<file path="src/rtl/alu_seq_unit.sv">
// alu_seq_unit: multi-cycle RV32I ALU with iterative shifts and optional MUL.
// Sits between decode/regfile read and writeback behind valid/ready handshakes.
//
// Ports:
//   clk, rst_n             clock, synchronous active-low reset
//   in_valid, in_ready     operand handshake (in_ready high only while idle)
//   op[3:0], a, b          opcode and operands, captured on accept
//   out_valid, out_ready   result handshake (result held until taken)
//   result, zero, err      registered result, result==0 flag, illegal-op flag
module alu_seq_unit #(
    parameter  int WIDTH   = 32,
    parameter  bit MUL_EN  = 1'b1,
    localparam int SHAMT_W = $clog2(WIDTH)
) (
    input  logic             clk,
    input  logic             rst_n,
    input  logic             in_valid,
    output logic             in_ready,
    input  logic [3:0]       op,
    input  logic [WIDTH-1:0] a,
    input  logic [WIDTH-1:0] b,
    output logic             out_valid,
    input  logic             out_ready,
    output logic [WIDTH-1:0] result,
    output logic             zero,
    output logic             err
);

    localparam int CNT_W = SHAMT_W + 1;
    localparam logic [CNT_W-1:0] CNT_ONE  = CNT_W'(1);
    localparam logic [CNT_W-1:0] CNT_FULL = CNT_W'(WIDTH);

    localparam logic [3:0] OP_ADD  = 4'b0000;
    localparam logic [3:0] OP_SUB  = 4'b0001;
    localparam logic [3:0] OP_AND  = 4'b0010;
    localparam logic [3:0] OP_OR   = 4'b0011;
    localparam logic [3:0] OP_XOR  = 4'b0100;
    localparam logic [3:0] OP_SLT  = 4'b0101;
    localparam logic [3:0] OP_SLTU = 4'b0110;
    localparam logic [3:0] OP_SLL  = 4'b0111;
    localparam logic [3:0] OP_SRL  = 4'b1000;
    localparam logic [3:0] OP_SRA  = 4'b1001;
    localparam logic [3:0] OP_MUL  = 4'b1010;

    typedef enum logic [2:0] {
        IDLE,
        EXEC,
        SHIFT,
        MULT,
        DONE
    } state_t;

    state_t             state;
    logic [3:0]         op_q;
    logic [WIDTH-1:0]   a_q;
    logic [WIDTH-1:0]   b_q;
    logic [WIDTH-1:0]   acc;
    logic [CNT_W-1:0]   cnt;

    logic [SHAMT_W-1:0] shamt_in;
    logic               is_shift;
    logic               go_mul;
    logic               go_shift;

    logic [WIDTH-1:0]   exec_res;
    logic               exec_err;
    logic [WIDTH-1:0]   shift_nxt;
    logic [WIDTH-1:0]   acc_nxt;

    assign in_ready = (state == IDLE);

    assign shamt_in = b[SHAMT_W-1:0];
    assign is_shift = (op == OP_SLL) || (op == OP_SRL) || (op == OP_SRA);
    assign go_mul   = (op == OP_MUL) && MUL_EN;
    // A zero shift amount takes the single-cycle path and returns a.
    assign go_shift = is_shift && (shamt_in != '0);

    // Single-cycle ops, evaluated on the captured operands in EXEC.
    always_comb begin
        exec_res = '0;
        exec_err = 1'b0;
        case (op_q)
            OP_ADD:  exec_res = a_q + b_q;
            OP_SUB:  exec_res = a_q - b_q;
            OP_AND:  exec_res = a_q & b_q;
            OP_OR:   exec_res = a_q | b_q;
            OP_XOR:  exec_res = a_q ^ b_q;
            OP_SLT:  exec_res = {{(WIDTH-1){1'b0}},
                                 ($signed(a_q) < $signed(b_q))};
            OP_SLTU: exec_res = {{(WIDTH-1){1'b0}}, (a_q < b_q)};
            OP_SLL,
            OP_SRL,
            OP_SRA:  exec_res = a_q;
            // Only reaches EXEC when the multiplier is not built.
            OP_MUL:  exec_err = 1'b1;
            default: exec_err = 1'b1;
        endcase
    end

    always_comb begin
        shift_nxt = a_q;
        case (op_q)
            OP_SLL:  shift_nxt = a_q << 1;
            OP_SRL:  shift_nxt = a_q >> 1;
            OP_SRA:  shift_nxt = {a_q[WIDTH-1], a_q[WIDTH-1:1]};
            default: shift_nxt = a_q;
        endcase
    end

    // Radix-2 shift-add: a_q is the multiplicand shifted left each step,
    // b_q the multiplier shifted right; only the low WIDTH bits are kept.
    assign acc_nxt = b_q[0] ? (acc + a_q) : acc;

    always_ff @(posedge clk) begin
        if (!rst_n) begin
            state     <= IDLE;
            out_valid <= 1'b0;
            result    <= '0;
            zero      <= 1'b0;
            err       <= 1'b0;
            op_q      <= '0;
            a_q       <= '0;
            b_q       <= '0;
            acc       <= '0;
            cnt       <= '0;
        end else begin
            unique case (state)
                IDLE: begin
                    if (in_valid) begin
                        op_q <= op;
                        a_q  <= a;
                        b_q  <= b;
                        acc  <= '0;
                        unique case (1'b1)
                            go_mul: begin
                                cnt   <= CNT_FULL;
                                state <= MULT;
                            end
                            go_shift: begin
                                cnt   <= {1'b0, shamt_in};
                                state <= SHIFT;
                            end
                            default: begin
                                cnt   <= '0;
                                state <= EXEC;
                            end
                        endcase
                    end
                end
                EXEC: begin
                    result    <= exec_res;
                    zero      <= (exec_res == '0);
                    err       <= exec_err;
                    out_valid <= 1'b1;
                    state     <= DONE;
                end
                SHIFT: begin
                    a_q <= shift_nxt;
                    cnt <= cnt - CNT_ONE;
                    if (cnt == CNT_ONE) begin
                        result    <= shift_nxt;
                        zero      <= (shift_nxt == '0);
                        err       <= 1'b0;
                        out_valid <= 1'b1;
                        state     <= DONE;
                    end
                end
                MULT: begin
                    acc <= acc_nxt;
                    a_q <= a_q << 1;
                    b_q <= b_q >> 1;
                    cnt <= cnt - CNT_ONE;
                    if (cnt == CNT_ONE) begin
                        result    <= acc_nxt;
                        zero      <= (acc_nxt == '0);
                        err       <= 1'b0;
                        out_valid <= 1'b1;
                        state     <= DONE;
                    end
                end
                DONE: begin
                    if (out_ready) begin
                        out_valid <= 1'b0;
                        state     <= IDLE;
                    end
                end
                default: begin
                    out_valid <= 1'b0;
                    state     <= IDLE;
                end
            endcase
        end
    end

endmodule

</file>
<file path="config.mk">
export PLATFORM = sky130hd
export DESIGN_NAME = alu_seq_unit
export DESIGN_NICKNAME = d
export VERILOG_FILES = /design/src/rtl/alu_seq_unit.sv
export SDC_FILE = /design/constraint.sdc
export NUM_CORES = 1
export LEC_CHECK = 0
export ABC_AREA = 1
export BUFFER_PORTS_ARGS = -buffer_cell sky130_fd_sc_hd__buf_2
export CORE_MARGIN = 1
export CORE_UTILIZATION = 30
export CTS_CLUSTER_DIAMETER = 100
export DETAILED_ROUTE_END_ITERATION = 6
export GPL_TIMING_DRIVEN = 0
export SYNTH_ARGS = -nofsm -noshare
export SYNTH_HDL_FRONTEND = slang
export SYNTH_SLANG_ARGS = --single-unit
</file>
<file path="constraint.sdc">
create_clock -name clk -period 3.5 [get_ports clk]
set_input_delay 0.525 -clock clk [delete_from_list [all_inputs] [get_ports clk]]
set_output_delay 0.525 -clock clk [all_outputs]
set_load 0.01 [all_outputs]
</file>
### After elaboration in Yosys (flattened, before gate mapping)

Index checks and enable logic that the tools add are counted.

| cells by class | value |
|---|---|
| $add $sub $neg | 4 |
| magnitude comparators | 2 |
| equality and inequality tests | 23 |
| muxes and demuxes | 29 |
| bitwise operators | 4 |
| reduce and logical (&&, ||, !) cells | 25 |

Operator list:

| cell | count |
|---|---|
| 32-bit case mux with 3 select lines | 3 |
| 32-bit case mux with 8 select lines | 1 |
| 32-bit two-way mux | 6 |
| 32-bit case mux with 2 select lines | 2 |
| 32-bit zero test | 3 |
| 32-bit adder | 2 |
| 32-bit less-than comparator | 2 |
| 32-bit AND | 1 |
| 32-bit bitwise OR | 1 |
| 32-bit subtractor | 1 |
| 32-bit bitwise XOR | 1 |
| 6-bit case mux with 2 select lines | 2 |
| 4-bit by 3-bit == test with 1-bit output, second input constant | 5 |
| 4-bit == test, second input constant | 5 |
| 3-bit case mux with 4 select lines | 1 |
| 2-bit AND reduction | 5 |
| 10-bit OR reduction | 1 |
| 3-bit two-way mux | 3 |
| 3-bit AND reduction | 3 |
| 4-bit by 2-bit == test with 1-bit output, second input constant | 2 |
| 2-bit != test, second input constant | 4 |
| 3-bit by 2-bit == test with 1-bit output, second input constant | 2 |
| 6-bit by 1-bit == test with 1-bit output, second input constant | 1 |
| 1-bit two-way mux | 6 |
| 20 further kinds | 24 |

| word-level totals | value |
|---|---|
| flip-flop bits (word level) | 144 |
| input bits | 72 |
| output and inout bits | 36 |

### Depth between registers and ports, before layout

| logic depth | value |
|---|---|
| word-level depth | 7 |
| mapped depth | 23 |
| mapped depth without buffers | 23 |

### Worst setup path before layout

No wires, ideal clock.

| timing | value |
|---|---|
| kind | reg-to-reg |
| from | register a_q[1] |
| to | register zero |
| library setup time | 64 ps |
| data arrival time | 2357 ps |
| setup slack | 1079 ps |
| cell stages (with the launch flop) | 22 |
| buffers on the path | 0 |
| cell sequence | dfxtp_1 -> inv_1 -> fa_1 -> nor2_1 -> nand2_1 -> nand2_1 -> nand2_1 -> nand2_1 -> nand2_1 -> nand2_1 -> nand2_1 -> nand3_1 -> nand2_1 -> inv_1 -> nand2_1 -> inv_1 -> nand3_1 -> nor2_1 -> nand2_1 -> nor2_1 -> nor2_1 -> nor2_1 |

| between the ends | value |
|---|---|
| word-level cells in the longest chain between the ends | 5 |
| elaborated cells on any way between the ends | 17 |
| those cells by class | 3 x add/sub; 2 x order compare; 6 x mux; 3 x bitwise; 3 x reduce/logical |

RTL lines:

| what | RTL line | source |
|---|---|---|
| start: declaration | 55 | `logic [WIDTH-1:0] a_q;` |
| start signal: assignment | 158 | `a_q <= shift_nxt;` |
| start signal: assignment | 170 | `a_q <= a_q << 1;` |
| parallel branches: the longest is 4 deep, another holds 32-bit subtractor | n/a |  |
| 1-bit case mux with 3 select lines (*) | 127 | `unique case (state)` |
| end signal: assignment | 152 | `zero <= (exec_res == '0);` |
| end signal: assignment | 162 | `zero <= (shift_nxt == '0);` |
| end signal: assignment | 175 | `zero <= (acc_nxt == '0);` |
| end: declaration | 25 | `output logic zero,` |

Mark *: on every way between the ends. The select of a mux whose other input is x is not followed.
A chain may end at the register's enable or synchronous reset.

### Worst setup path after layout

| timing | value |
|---|---|
| from | register b_q[15] |
| to | register zero |

| between the ends | value |
|---|---|
| word-level cells in the longest chain between the ends | 4 |
| elaborated cells on any way between the ends | 10 |
| those cells by class | 2 x add/sub; 2 x order compare; 2 x mux; 3 x bitwise; 1 x reduce/logical |

RTL lines:

| what | RTL line | source |
|---|---|---|
| start: declaration | 56 | `logic [WIDTH-1:0] b_q;` |
| start signal: assignment | 171 | `b_q <= b_q >> 1;` |
| 32-bit subtractor, or another cell as far along | 84 | `OP_SUB: exec_res = a_q - b_q;` |
| 32-bit case mux with 8 select lines (*) | 82 | `case (op_q)` |
| 32-bit zero test (*) | 152 |  |
| 1-bit case mux with 3 select lines (*) | 127 |  |

Mark *: on every way between the ends. The rest lies on a longest branch, timed or not.

==> impl_metrics.py <==
metrics = {
    "yosys": {
        "yosys-top-cells-area": "nand2_1 (20%), dfxtp_1 (18%), ha_1 (11%), inv_1 (9.4%), nand3_1 (6.7%)",
        "synth_area_sq_um": 16170,
        "synth-simple-area-share": 0.3772,
        "synth_area_leader_cell": "nand2_1",
        "synth_edf_count": 0,
        "yosysTopAreaCellShare": 0.1977,
        "async_flop_share": 0,
        "synthMuxAreaShare": 0,
        "ys_seq_elements": 144,
        "syn_inst": 2839,
        "synth_fa_ha_area_frac": 0.1112,
        "synth_compound_area_frac": 0.2010,
        "ys.flop_type": "dfxtp_1",
        "ys_warn_count": 0,
        "synth_xor_area_frac": 0.002166,
        "synth_seq_area_share": 0.1782,
        "synth_top_family_by_area": "simple AND/OR/NAND/NOR gates",
        "synth.net_count": 3053,
        "synth_cell_types": 47,
        "avgSynthCellArea_sq_um": 5.697,
    },
    "placement": {
        "place_ws_ns": -0.1226,
        "place_congestion": 1.026,
        "place_area_sq_um": 17570,
        "portBuffers": 107,
        "dpl.hpwl_microns": 63880,
    },
    "worst_setup_path": {
        "crit_end": "zero",
        "required_ns": 3.88,
        "crit_path_start": "b_q[15]",
        "critPathLaunchType": "flip-flop",
        "arrival_ns": 3.77,
        "critPathMaxFanout": 9,
        "r2r_start": "b_q[15]",
        "r2r-end": "zero",
        "path_class": "reg -> reg",
        "crit_path_end_kind": "flip-flop",
        "worstRegToRegCells": 20,
        "r2r_slack_ns": 0.11,
    },
    "power": {
        "power_leakage_uw": 0.009039,
        "power_uw": 8732,
        "irDropWorstVdd_mv": 0.3508,
        "powerDensity_nw_per_um2": 478.5,
    },
    "sta": {
        "final.min_clock_period_ns": 3.387,
        "relSlewSlack": 0.3473,
        "tightest_slew_ns": 0.9790,
        "fmax_mhz": 295.2,
        "rsz0062_at_grt": "no",
        "slew_viol_final": 0,
        "setup_viol": 0,
        "finalSetupTns_ns": 0,
        "setup_ws_ns": 0.1129,
        "post-route-period-util": 0.9677,
        "hold_viol_final": 0,
        "fin_skew_ns": 0.02194,
    },
    "cts": {
        "cts_tree": "built",
        "clockRootBuffer": "clkbuf_16",
        "clkTransAtPathRegs_ns": 0.07,
        "clk_latency_ns": 0.46,
        "clock_sinks": 144,
        "clock_path_buffers": 2,
        "htreeDepth": 4,
        "cts_inserted_buffers": 17,
        "post_cts_buffers": 0,
    },
    "global_route": {
        "grt_max_degree": 17,
        "grt_overflow": 0,
        "grt_usage": 0.2737,
        "grt_pass1_vias": 17900,
        "grt_pass1_wl_microns": 111000,
        "antenna_found_initial": 2,
    },
    "layout": {
        "area_growth_pct": 12.84,
        "stdcell_area_sq_um": 18250,
        "nets": 3179,
        "diodes": 0,
        "final_common_cell": "nand2_1",
        "drive_gt1_frac": 0.09671,
        "mostFrequentLayoutCells": "nand2_1 (849), inv_1 (402), nor2_1 (282), nand3_1 (214), a21oi_1 (171)",
    },
    "run": {
        "maxCapViolCount": 0,
    },
    "min_path": {
        "min_path_type": "in -> reg",
    },
    "route": {
        "drt_wl_total_microns": 76250,
        "vias": 19780,
        "drc": 6,
        "ant_nets": 0,
        "dr.pass1.iters": 7,
        "wl_per_cell_microns": 20.80,
        "first_iter_violations": 2381,
        "vias_per_cell": 5.396,
    },
    "die": {
        "dieWidth_microns": 234.2,
        "core-area_sq_um": 52870,
        "dieArea_sq_um": 54840,
        "io_pins": 108,
        "start_util": 0.3059,
        "die_h_microns": 234.2,
        "rows": 84,
    },
    "outcome": {
        "outcome": "complete, but fails checks",
        "failed_checks": "design-rule violations",
    },
}
==> logic make-up (layout without fill, tap and decap cells) <==
logic type | count (synthesis) | after routing
simple gates | 1472 | 1472
xor+xnor | 4 | 4
compound gates | 542 | 542
buf+inv | 535 | 674
fa+ha+maj | 142 | 142
flops | 144 | 144
==> worst min-delay path by stage <==
stage / from / to / cells past startpoint
global route: b[10] / b_q[10] / 3
CTS: b[8] / b_q[8] / 3
finish: b[8] / b_q[8] / 3
floorplan: cnt[5] / cnt[5] / 2
global placement: acc[14] / acc[14] / 2
detailed placement: acc[7] / acc[7] / 2
==> cell usage after synthesis (all sizes together) (2+ instances only) <==
master,number
nand2,860
clkinv,2
ha,139
o22ai,46
a31oi,52
nand3b,4
nand4,41
fa,3
a21oi,174
buf,61
nor4,4
nor2,292
xor2,2
a22oi,3
o211ai,3
a211oi,7
and2,7
inv,412
a221oi,58
o21bai,12
nor3,21
nand3,219
xnor2,2
dfxtp,144
o221ai,12
o21ai,153
a41oi,14
o21a,2
or2,23
clkbuf,60
==> area by class of cell <==
class | instances | area (sq um)
clock buffers | 17 | 425.4
well taps | 688 | 860.8
inverters | 414 | 1554
clock inverters | 15 | 187.7
repair buffers | 107 | 535.5
multi-input cells | 2160 | 11220
flip-flops and latches | 144 | 2918
fillers | 6070 | 34620
plain buffers | 121 | 550.5
==> critical path: stages (launching register included) <==
cell and delay [ns]:
dfxtp_1 0.53, inv_1 0.14, ha_1 0.29, buf_2 0.21, nand2_1 0.14, nor2_1 0.14, inv_1 0.08, nor2_2 0.23
and2_1 0.16, nand2_1 0.09, nand2_1 0.09, nand2_1 0.05, nand3_1 0.11, nand2_1 0.12, nor2_2 0.23, nand2_1 0.08
nor2_1 0.17, nand3_1 0.12, nor2_1 0.14, nor2_1 0.08, nor2_1 0.08
==> power by group <==
| group | internal, uW | total [uW] | leakage [uW] | switching (uW) |
|---|---|---|---|---|
| Clock | 1090 | 1980 | 0.000301 | 893 |
| Sequential | 1850 | 2190 | 0.00119 | 348 |
| Combinational | 1330 | 4550 | 0.00755 | 3220 |
| Total | 4270 | 8730 | 0.00904 | 4460 |
==> routing by layer <==
metal | share of wire | up-vias | global-route usage
li1 | - | 9554 | -
met5 | 0.00083 | - | 0
met4 | 0.029 | 8 | 0.07650
met1 | 0.44 | 9021 | 0.3888
met3 | 0.12 | 148 | 0.07101
met2 | 0.41 | 1050 | 0.4014
==> through the flow <==
step                instances  hold slack (ns)  utilization
floorplan                2839           0.4543            -
global placement         3634           0.4757       0.3323
detailed placement       3634           0.4768       0.3323
CTS                      3666           0.3149       0.3441
global route             3666           0.3365       0.3452
finish                   3666           0.3239       0.3452
==> sequential cells by signal, summed over array words and instances (netlist names) <==
| register | cells |
|---|---|
| acc | 32 |
| err | 1 |
| cnt | 6 |
| a_q | 32 |
| b_q | 32 |
| out_valid | 1 |
| zero | 1 |
| op_q | 4 |
| state | 3 |
| result | 32 |
==> repair_timing <==
action,4_1_cts,5_1_grt
setup endpoints to repair,1,2
gates resized for setup,6,33
hold buffers,0,0
pin swaps,0,0
Note: power is estimated with default switching activity, not from simulation.
